==> src/rtl/four_by_two_divider_if.sv <==
// ---------------------------------------------------------------------------
// four_by_two_divider_if
// Request/result bundle for the 4-bit by 2-bit divider.
//   Start   - request to begin a division (only honoured while idle)
//   N       - 4-bit unsigned dividend, captured with an accepted Start
//   D       - 2-bit unsigned divisor, captured with an accepted Start
//   Q       - 4-bit unsigned quotient
//   R       - 2-bit unsigned remainder
//   Busy    - high while the restoring iterations are running
//   Done    - one-cycle pulse qualifying Q, R and DivZero
//   DivZero - the captured divisor was zero
// master: the requester side; slave: the divider side.
// ---------------------------------------------------------------------------
interface four_by_two_divider_if;
  logic       Start;
  logic [3:0] N;
  logic [1:0] D;
  logic [3:0] Q;
  logic [1:0] R;
  logic       Busy;
  logic       Done;
  logic       DivZero;

  modport master (
    output Start, N, D,
    input  Q, R, Busy, Done, DivZero
  );

  modport slave (
    input  Start, N, D,
    output Q, R, Busy, Done, DivZero
  );
endinterface

==> src/rtl/four_by_two_divider.sv <==
// ---------------------------------------------------------------------------
// four_by_two_divider
// Sequential restoring divider: 4-bit unsigned dividend by 2-bit unsigned
// divisor, one quotient bit per clock, MSB first.
// Ports:
//   CLK  - sole clock, rising edge
//   RST  - synchronous active-high reset
//   bus  - four_by_two_divider_if slave modport (Start/N/D in,
//          Q/R/Busy/Done/DivZero out)
// A non-zero divisor costs four RUN cycles followed by one DONE cycle; a
// zero divisor goes straight to DONE with Q=4'hF, R=0, DivZero=1.
// ---------------------------------------------------------------------------
module four_by_two_divider (
  input  logic                  CLK,
  input  logic                  RST,
  four_by_two_divider_if.slave  bus
);

  typedef enum logic [1:0] {
    IDLE = 2'd0,
    RUN  = 2'd1,
    DONE = 2'd2
  } state_t;

  state_t     state_q, state_d;
  logic [3:0] nCap_q, nCap_d;
  logic [1:0] dCap_q, dCap_d;
  logic [1:0] cnt_q, cnt_d;
  logic [1:0] rem_q, rem_d;
  logic [3:0] quo_q, quo_d;
  logic [1:0] res_q, res_d;
  logic       busy_q, busy_d;
  logic       done_q, done_d;
  logic       divZero_q, divZero_d;

  // Restoring step datapath: shift the next dividend bit into the running
  // remainder and trial-subtract the divisor. The remainder is always below
  // the divisor, so the 3-bit partial value minus the divisor fits in 2 bits.
  logic [2:0] partial;
  logic [2:0] partialSub;
  logic       fits;
  logic [1:0] remStep;

  always_comb begin
    partial    = {rem_q, nCap_q[cnt_q]};
    partialSub = partial - {1'b0, dCap_q};
    fits       = (partial >= {1'b0, dCap_q});
    remStep    = fits ? partialSub[1:0] : partial[1:0];
  end

  // Next-state and next-output logic. Busy and Done are derived from the
  // next state so that both come straight out of flops.
  always_comb begin
    state_d   = state_q;
    nCap_d    = nCap_q;
    dCap_d    = dCap_q;
    cnt_d     = cnt_q;
    rem_d     = rem_q;
    quo_d     = quo_q;
    res_d     = res_q;
    divZero_d = divZero_q;

    case (state_q)
      IDLE: begin
        if (bus.Start) begin
          nCap_d    = bus.N;
          dCap_d    = bus.D;
          divZero_d = 1'b0;
          if (bus.D == 2'd0) begin
            state_d   = DONE;
            quo_d     = 4'hF;
            res_d     = 2'd0;
            divZero_d = 1'b1;
          end else begin
            state_d = RUN;
            cnt_d   = 2'd3;
            rem_d   = 2'd0;
            // Clearing the quotient keeps not-yet-computed bits at zero.
            quo_d   = 4'd0;
            res_d   = 2'd0;
          end
        end
      end

      RUN: begin
        rem_d        = remStep;
        quo_d[cnt_q] = fits;
        if (cnt_q == 2'd0) begin
          res_d   = remStep;
          state_d = DONE;
        end else begin
          cnt_d = cnt_q - 2'd1;
        end
      end

      DONE: begin
        state_d = IDLE;
      end

      default: begin
        state_d = IDLE;
      end
    endcase

    busy_d = (state_d == RUN);
    done_d = (state_d == DONE);
  end

  // State and datapath registers; reset wins over everything, including a
  // division in flight, so an aborted run never produces a Done pulse.
  always_ff @(posedge CLK) begin
    if (RST) begin
      state_q   <= IDLE;
      nCap_q    <= 4'd0;
      dCap_q    <= 2'd0;
      cnt_q     <= 2'd0;
      rem_q     <= 2'd0;
      quo_q     <= 4'd0;
      res_q     <= 2'd0;
      busy_q    <= 1'b0;
      done_q    <= 1'b0;
      divZero_q <= 1'b0;
    end else begin
      state_q   <= state_d;
      nCap_q    <= nCap_d;
      dCap_q    <= dCap_d;
      cnt_q     <= cnt_d;
      rem_q     <= rem_d;
      quo_q     <= quo_d;
      res_q     <= res_d;
      busy_q    <= busy_d;
      done_q    <= done_d;
      divZero_q <= divZero_d;
    end
  end

  assign bus.Q       = quo_q;
  assign bus.R       = res_q;
  assign bus.Busy    = busy_q;
  assign bus.Done    = done_q;
  assign bus.DivZero = divZero_q;

endmodule

==> src/flat_wrapper.sv <==
// flat-port wrapper written by rule: the top's interface ports become plain ports
module four_by_two_divider_flat 
  (CLK, RST, bus_Start, bus_N, bus_D, bus_Q, bus_R, bus_Busy, bus_Done, bus_DivZero);
  four_by_two_divider_if bus_i ();
  input  logic CLK;
  input  logic RST;
  input wire logic [$bits(bus_i.Start)-1:0] bus_Start;
  input wire logic [$bits(bus_i.N)-1:0] bus_N;
  input wire logic [$bits(bus_i.D)-1:0] bus_D;
  output wire logic [$bits(bus_i.Q)-1:0] bus_Q;
  output wire logic [$bits(bus_i.R)-1:0] bus_R;
  output wire logic [$bits(bus_i.Busy)-1:0] bus_Busy;
  output wire logic [$bits(bus_i.Done)-1:0] bus_Done;
  output wire logic [$bits(bus_i.DivZero)-1:0] bus_DivZero;
  assign bus_i.Start = bus_Start;
  assign bus_i.N = bus_N;
  assign bus_i.D = bus_D;
  assign bus_Q = bus_i.Q;
  assign bus_R = bus_i.R;
  assign bus_Busy = bus_i.Busy;
  assign bus_Done = bus_i.Done;
  assign bus_DivZero = bus_i.DivZero;
  four_by_two_divider u_core (.CLK(CLK), .RST(RST), .bus(bus_i));
endmodule
==> config.mk <==
export PLATFORM = sky130hd
export DESIGN_NAME = four_by_two_divider_flat
export DESIGN_NICKNAME = d
export VERILOG_FILES = /design/src/rtl/four_by_two_divider_if.sv /design/src/rtl/four_by_two_divider.sv /design/src/flat_wrapper.sv
export SDC_FILE = /design/constraint.sdc
export NUM_CORES = 1
export LEC_CHECK = 0
export CORE_MARGIN = 10
export CORE_UTILIZATION = 27
export CTS_CLUSTER_DIAMETER = 120
export DETAILED_ROUTE_END_ITERATION = 6
export PLACE_DENSITY_LB_ADDON = 0.1
export SYNTH_ARGS = -nofsm -noshare
export SYNTH_HDL_FRONTEND = slang
export SYNTH_SLANG_ARGS = --single-unit
==> constraint.sdc <==
create_clock -name CLK -period 4.9 [get_ports CLK]
set_input_delay 1.47 -clock CLK [delete_from_list [all_inputs] [get_ports CLK]]
set_output_delay 1.47 -clock CLK [all_outputs]
set_load 0.01 [all_outputs]
==> results.yml, run 1 <==
outcome:
  status: "completed"
final_layout:
  antenna_cells: 0
  syn_to_final_growth_pct: 23.0
  fin_area_um2: 1210
  final_cell_count_no_fill: 168
  layout-drive-gt1-share_pct: 9.02
  fin_nets: 138
hold_path:
  hold_path_startpoint: "u_core.nCap_q[3]"
  whs_endpoint: "u_core.nCap_q[3]"
  min_path_type: "flip-flop to flip-flop"
  hold_depth: 2
global_route:
  antenna_found_initial: 0
  grt_overflow: 0
  track_usage_pct: 7.46
  grt_first_pass_wirelength_um: 3830
  grt_max_degree: 22
  grt_pass1_vias: 823
route:
  wirelength_um: 2260
  drt-initial-drc-count: 33
  ant_nets: 0
  firstDrtPassIters: 4
  drc_errors: 0
  routedWlPerCell_um: 13.5
  vias: 794
  via_per_inst: 4.73
timing:
  max_freq_mhz: 334
  hold_viol: 0
  worst_slew_pin_slew_ns: 0.738
  setup_viol: 0
  finalMaxSlewViolations: 0
  setup_tns_ns: 0
  rsz0062_at_grt: "false"
  relSlewSlack_pct: 50.7
  fin_ws_ns: 1.90
  period_needed_ns: 3.00
  final.period_utilization_pct: 61.2
  finalClockSkew_ns: 0.00707
  whs_ns: 0.466
cts:
  hold_buffers: 0
  cts_setup_buffers: 0
  clkLatencyLatePin_ns: 0.30
  cts_sinks: 21
  cts_root_buf: "clkbuf_4"
  clockBufferDepth: 2
  path_clk_slew_ns: 0.13
  cts_resized: 0
  cts_buffers: 3
  h-tree-depth: 1
  cts_tree: "done"
setup_path:
  critPathMaxFanout: 10
  r2r.worst_path.cells: 7
  critPathArrivalTime_ns: 3.22
  worst-r2r-setup-slack_ns: 1.95
  path_class: "input port to flip-flop"
  slowest_stage: "or4_1"
  critPathMaxStageDelay_ns: 0.56
  cp-end-kind: "flip-flop"
  crit_chain: "clkdlybuf4s50_1 -> nor3b_4 -> a21oi_2 -> or4_1 -> a21oi_1"
  cp_num_buf_inv: 1
  critPathLaunchType: "input port"
  cp_data_required_time_ns: 5.13
  r2r_start: "u_core.cnt_q[0]"
  critPathTopFamily: "simple AND/OR/NAND/NOR gates"
  rr_endpoint: "u_core.bus.R[0]"
  worstSetupStartpoint: "bus_Start"
synthesis:
  synthXorXnorAreaFrac_pct: 0
  ys_ff_latch: 21
  netlist_area_um2: 981
  synth-async-reset-ratio_pct: 0
  synth_top_family_by_area: "compound AO/OA/AOI/OAI gates"
  synth_edf_count: 0
  yosysTopAreaCell: "dfxtp_1"
  synth_fa_ha_area_share_pct: 7.65
  yosys_warnings: 0
  synthMuxAreaShare_pct: 4.59
  syn_avg_cell_area_um2: 9.25
  synth-simple-area-share_pct: 16.1
  yosysSeqAreaShare_pct: 42.9
  netlist_instances: 106
  synthTopCellsByArea: "dfxtp_1 43%, ha_1 7.7%, a21oi_1 7.1%"
  yosys.cell_types.count: 33
  synth_most_common_cell: "dfxtp_1"
  synth_compound_area_share_pct: 23.1
  synth.net_count: 121
  synth_common_cells: "21 x dfxtp_1, 16 x nand2_1, 14 x a21oi_1"
  yosys_most_used_dff: "dfxtp_1"
  synth_top_cell_area_share_pct: 42.9
placement:
  place_congestion: 0.780
  place_ws_ns: 1.60
  placed_area_um2: 1180
  numPortBuffers: 17
  dp_hpwl_um: 1740
  dp.cells: 164
die:
  die_w_um: 80.3
  coreArea_um2: 3420
  num_rows: 21
  dieArea_um2: 6440
  die_y_um: 80.3
  initial_core_util_pct: 28.7
  io_pins: 18
job:
  cap_violations: 0
pwr:
  ir_drop_v: 0.0000821
  p_leak_nw: 0.443
  cellPowerDensity_nw_per_um2: 305
cell type report:
cell class	instances	area, um2
Tap cell	46	57.6
Multi-Input combinational cell	73	504
Clock buffer	3	22.5
Inverter	7	26.3
Sequential cell	21	420
Timing Repair Buffer	17	170
Clock inverter	1	5.00
Fill cell	381	2210
registers in the layout, summed over array words and instances (netlist names):
name and count:
u_core.bus.R 2, u_core.nCap_q 4, u_core.bus.Busy 1, u_core.state_q 2, u_core.rem_q 2, u_core.bus.Q 4, u_core.dCap_q 2, u_core.bus.DivZero 1
u_core.bus.Done 1, u_core.cnt_q 2
where the power goes:
group / switching (mW) / internal (mW)
Sequential: 0.0118 / 0.184
Clock: 0.0547 / 0.0304
Combinational: 0.0448 / 0.0425
Total: 0.111 / 0.257
worst register-to-register path: stages (launching register included):
cell	delay (ns)
dfxtp_1	0.48
mux4_2	0.54
inv_1	0.09
ha_1	0.25
nand2b_1	0.15
a211oi_1	0.62
mux2_2	0.43
o41ai_1	0.29
worst max-delay path by stage:
stage                       to  depth (start not counted)
4_1_cts        u_core.bus.R[0]                          7
6_report       u_core.bus.R[1]                          5
2_1_floorplan  u_core.bus.R[1]                          4
3_5_place_dp   u_core.bus.R[1]                          5
5_1_grt        u_core.bus.R[0]                          7
3_3_place_gp   u_core.bus.R[1]                          5
kinds of logic after synthesis:
logic type      count (synthesis)
buf+inv                        12
mux                             3
flops                          21
compound gates                 34
simple gates                   30
fa+ha+maj                       6
metal layers:
layer / part of all wire [%] / GRT usage (%) / vias to the layer above
met3: 5.9 / 2.12 / 2
li1: - / - / 416
met4: 1.0 / 3.70 / 0
met5: 0 / 0 / -
met1: 51 / 9.19 / 356
met2: 42 / 11.6 / 20
cell usage in the layout, fill, tap and decap left out, drive strengths merged, types with 2 or more instances in the layout:
cell type,instances
inv,7
clkdlybuf4s50,17
dfxtp,21
nand2,16
nand2b,3
nor2b,2
nor3,2
clkbuf,3
a211oi,3
nor2,2
mux2,2
ha,6
a21oi,15
o21ai,4
a311oi,3
stage by stage:
step / util (%) / power, mW
after floorplan: - / 0.256
after global placement: 34.5 / 0.287
after detailed placement: 34.5 / 0.289
after CTS: 35.3 / 0.378
after global routing: 35.3 / 0.394
final: 35.3 / 0.368
Note: power is estimated with default switching activity, not from simulation.
==> run 2, diff against run 1 <==
==> constraint.sdc (replaced) <==
create_clock -name CLK -period 2.56 [get_ports CLK]
set_input_delay 0.768 -clock CLK [delete_from_list [all_inputs] [get_ports CLK]]
set_output_delay 0.768 -clock CLK [all_outputs]
set_load 0.01 [all_outputs]
==> results.yml, run 2 (same netlist as run 1, synthesis figures left out) <==
pwr:
  pwr-share-clk_pct: 23.0
  p_comb_share_pct: 25.7
  switchingPower_mw: 0.218
  total_power_mw: 0.726
  switching_share_pct: 30.1
  power.internal_mw: 0.508
  p_leak_nw: 0.472
  cellPowerDensity_nw_per_um2: 578
  ir_drop_v: 0.000190
  seq_power_share_pct: 51.3
placement:
  place_ws_ns: 0.126
  place_congestion: 0.803
  numPortBuffers: 17
  dp_hpwl_um: 1810
global_route:
  track_usage_pct: 7.55
  grt_max_degree: 14
  antenna_found_initial: 0
  grt_first_pass_wirelength_um: 3860
  grt_pass1_vias: 791
  grt_overflow: 0
timing:
  finalClockSkew_ns: 0.00875
  worst_slew_pin_slew_ns: 0.571
  fin_ws_ns: 0.199
  setup_viol: 0
  whs_ns: 0.464
  relSlewSlack_pct: 61.0
  max_freq_mhz: 424
  final.period_utilization_pct: 92.2
  hold_viol: 0
  setup_tns_ns: 0
  period_needed_ns: 2.36
  finalMaxSlewViolations: 0
  rsz0062_at_grt: "false"
die:
  io_pins: 18
  num_rows: 21
  die_w_um: 80.3
  die_y_um: 80.3
  dieArea_um2: 6440
  initial_core_util_pct: 28.7
  coreArea_um2: 3420
outcome:
  status: "completed"
final_layout:
  layout-drive-gt1-share_pct: 14.1
  final_common_cell: "dfxtp_1"
  final_cell_mix: "20 x dfxtp_1, 17 x clkdlybuf4s50_1, 16 x nand2_1"
  fin_util_pct: 36.8
  fin_nets: 144
  antenna_cells: 0
  syn_to_final_growth_pct: 28.1
cts:
  hold_buffers: 0
  cts_buffers: 3
  cts_sinks: 21
  path_clk_slew_ns: 0.13
  cts_root_buf: "clkbuf_4"
  h-tree-depth: 1
  clockBufferDepth: 2
  clkLatencyLatePin_ns: 0.31
  cts_tree: "done"
route:
  wirelength_um: 2320
  firstDrtPassIters: 6
  drt-initial-drc-count: 29
  routedWlPerCell_um: 13.4
  vias: 819
  drc_errors: 0
  via_per_inst: 4.71
  ant_nets: 0
setup_path:
  path_class: "flip-flop to flip-flop"
  critPathLaunchType: "flip-flop"
  critPathArrivalTime_ns: 2.58
  critPathMaxStageDelay_ns: 0.48
  cp-end-kind: "flip-flop"
  slowest_stage: "mux4_2"
  critPathMaxFanout: 3
  crit_chain: "mux4_2 -> inv_1 -> ha_1 -> nand2b_1 -> a211oi_2 -> mux2_2 -> o41ai_1"
  cp_data_required_time_ns: 2.78
job:
  cap_violations: 0
hold_path:
  min_path_type: "flip-flop to flip-flop"
## run 2: power by group through the flow
stage / registers, mW / clock network [mW] / logic, mW
after CTS: 0.373 / 0.172 / 0.187
after detailed placement: 0.380 / 0 / 0.185
after global routing: 0.378 / 0.186 / 0.208
final: 0.373 / 0.167 / 0.186
after floorplan: 0.380 / 0 / 0.110
after global placement: 0.380 / 0 / 0.186
## run 2: metrics by stage
stage | cell area, um2 | cells
after CTS | 1250 | 174
after detailed placement | 1220 | 170
after global placement | 1220 | 170
after global routing | 1260 | 174
final | 1260 | 174
after floorplan | 981 | 106
## run 2: path summary, 6_finish.rpt
check | endpoint | from | cells past startpoint | slack [ns]
worst max-delay path | u_core.bus.R[0] | u_core.cnt_q[0] | 7 | 0.20
worst min-delay path | u_core.nCap_q[1] | u_core.nCap_q[1] | 2 | 0.46
worst max register to register | u_core.bus.R[0] | u_core.cnt_q[0] | 7 | 0.20
worst min register to register | u_core.nCap_q[1] | u_core.nCap_q[1] | 2 | 0.46
## run 2: layer usage
metal | track usage, % | vias up | part of all wire, %
li1 | - | 427 | -
met1 | 9.57 | 376 | 52
met2 | 11.6 | 14 | 43
met3 | 2.23 | 2 | 3.9
met4 | 3.17 | 0 | 0.77
met5 | 0 | - | 0
## run 2: timing repair
action	4_1_cts	5_1_grt
resized for setup	0	2
setup buffers	0	0
endpoints found under the setup margin	0	2
## run 2: cell type report
| cell class | instances | area [um2] |
|---|---|---|
| multi-input combinational | 73 | 509 |
| fill | 381 | 2160 |
| tap | 46 | 57.6 |
| clock buffer | 4 | 26.3 |
| timing repair buffer | 23 | 215 |
| inverter | 7 | 26.3 |
| sequential | 21 | 422 |
## run 2: critical path: cells and delay by family, from the launching register on
family | cells | cell delay (ns)
AO/OA/AOI/OAI | 2 | 0.53
flip-flops | 1 | 0.36
AND/OR/NAND/NOR | 1 | 0.17
adder cells (fa/ha/maj) | 1 | 0.26
multiplexers | 2 | 0.85
buffers and inverters | 1 | 0.09
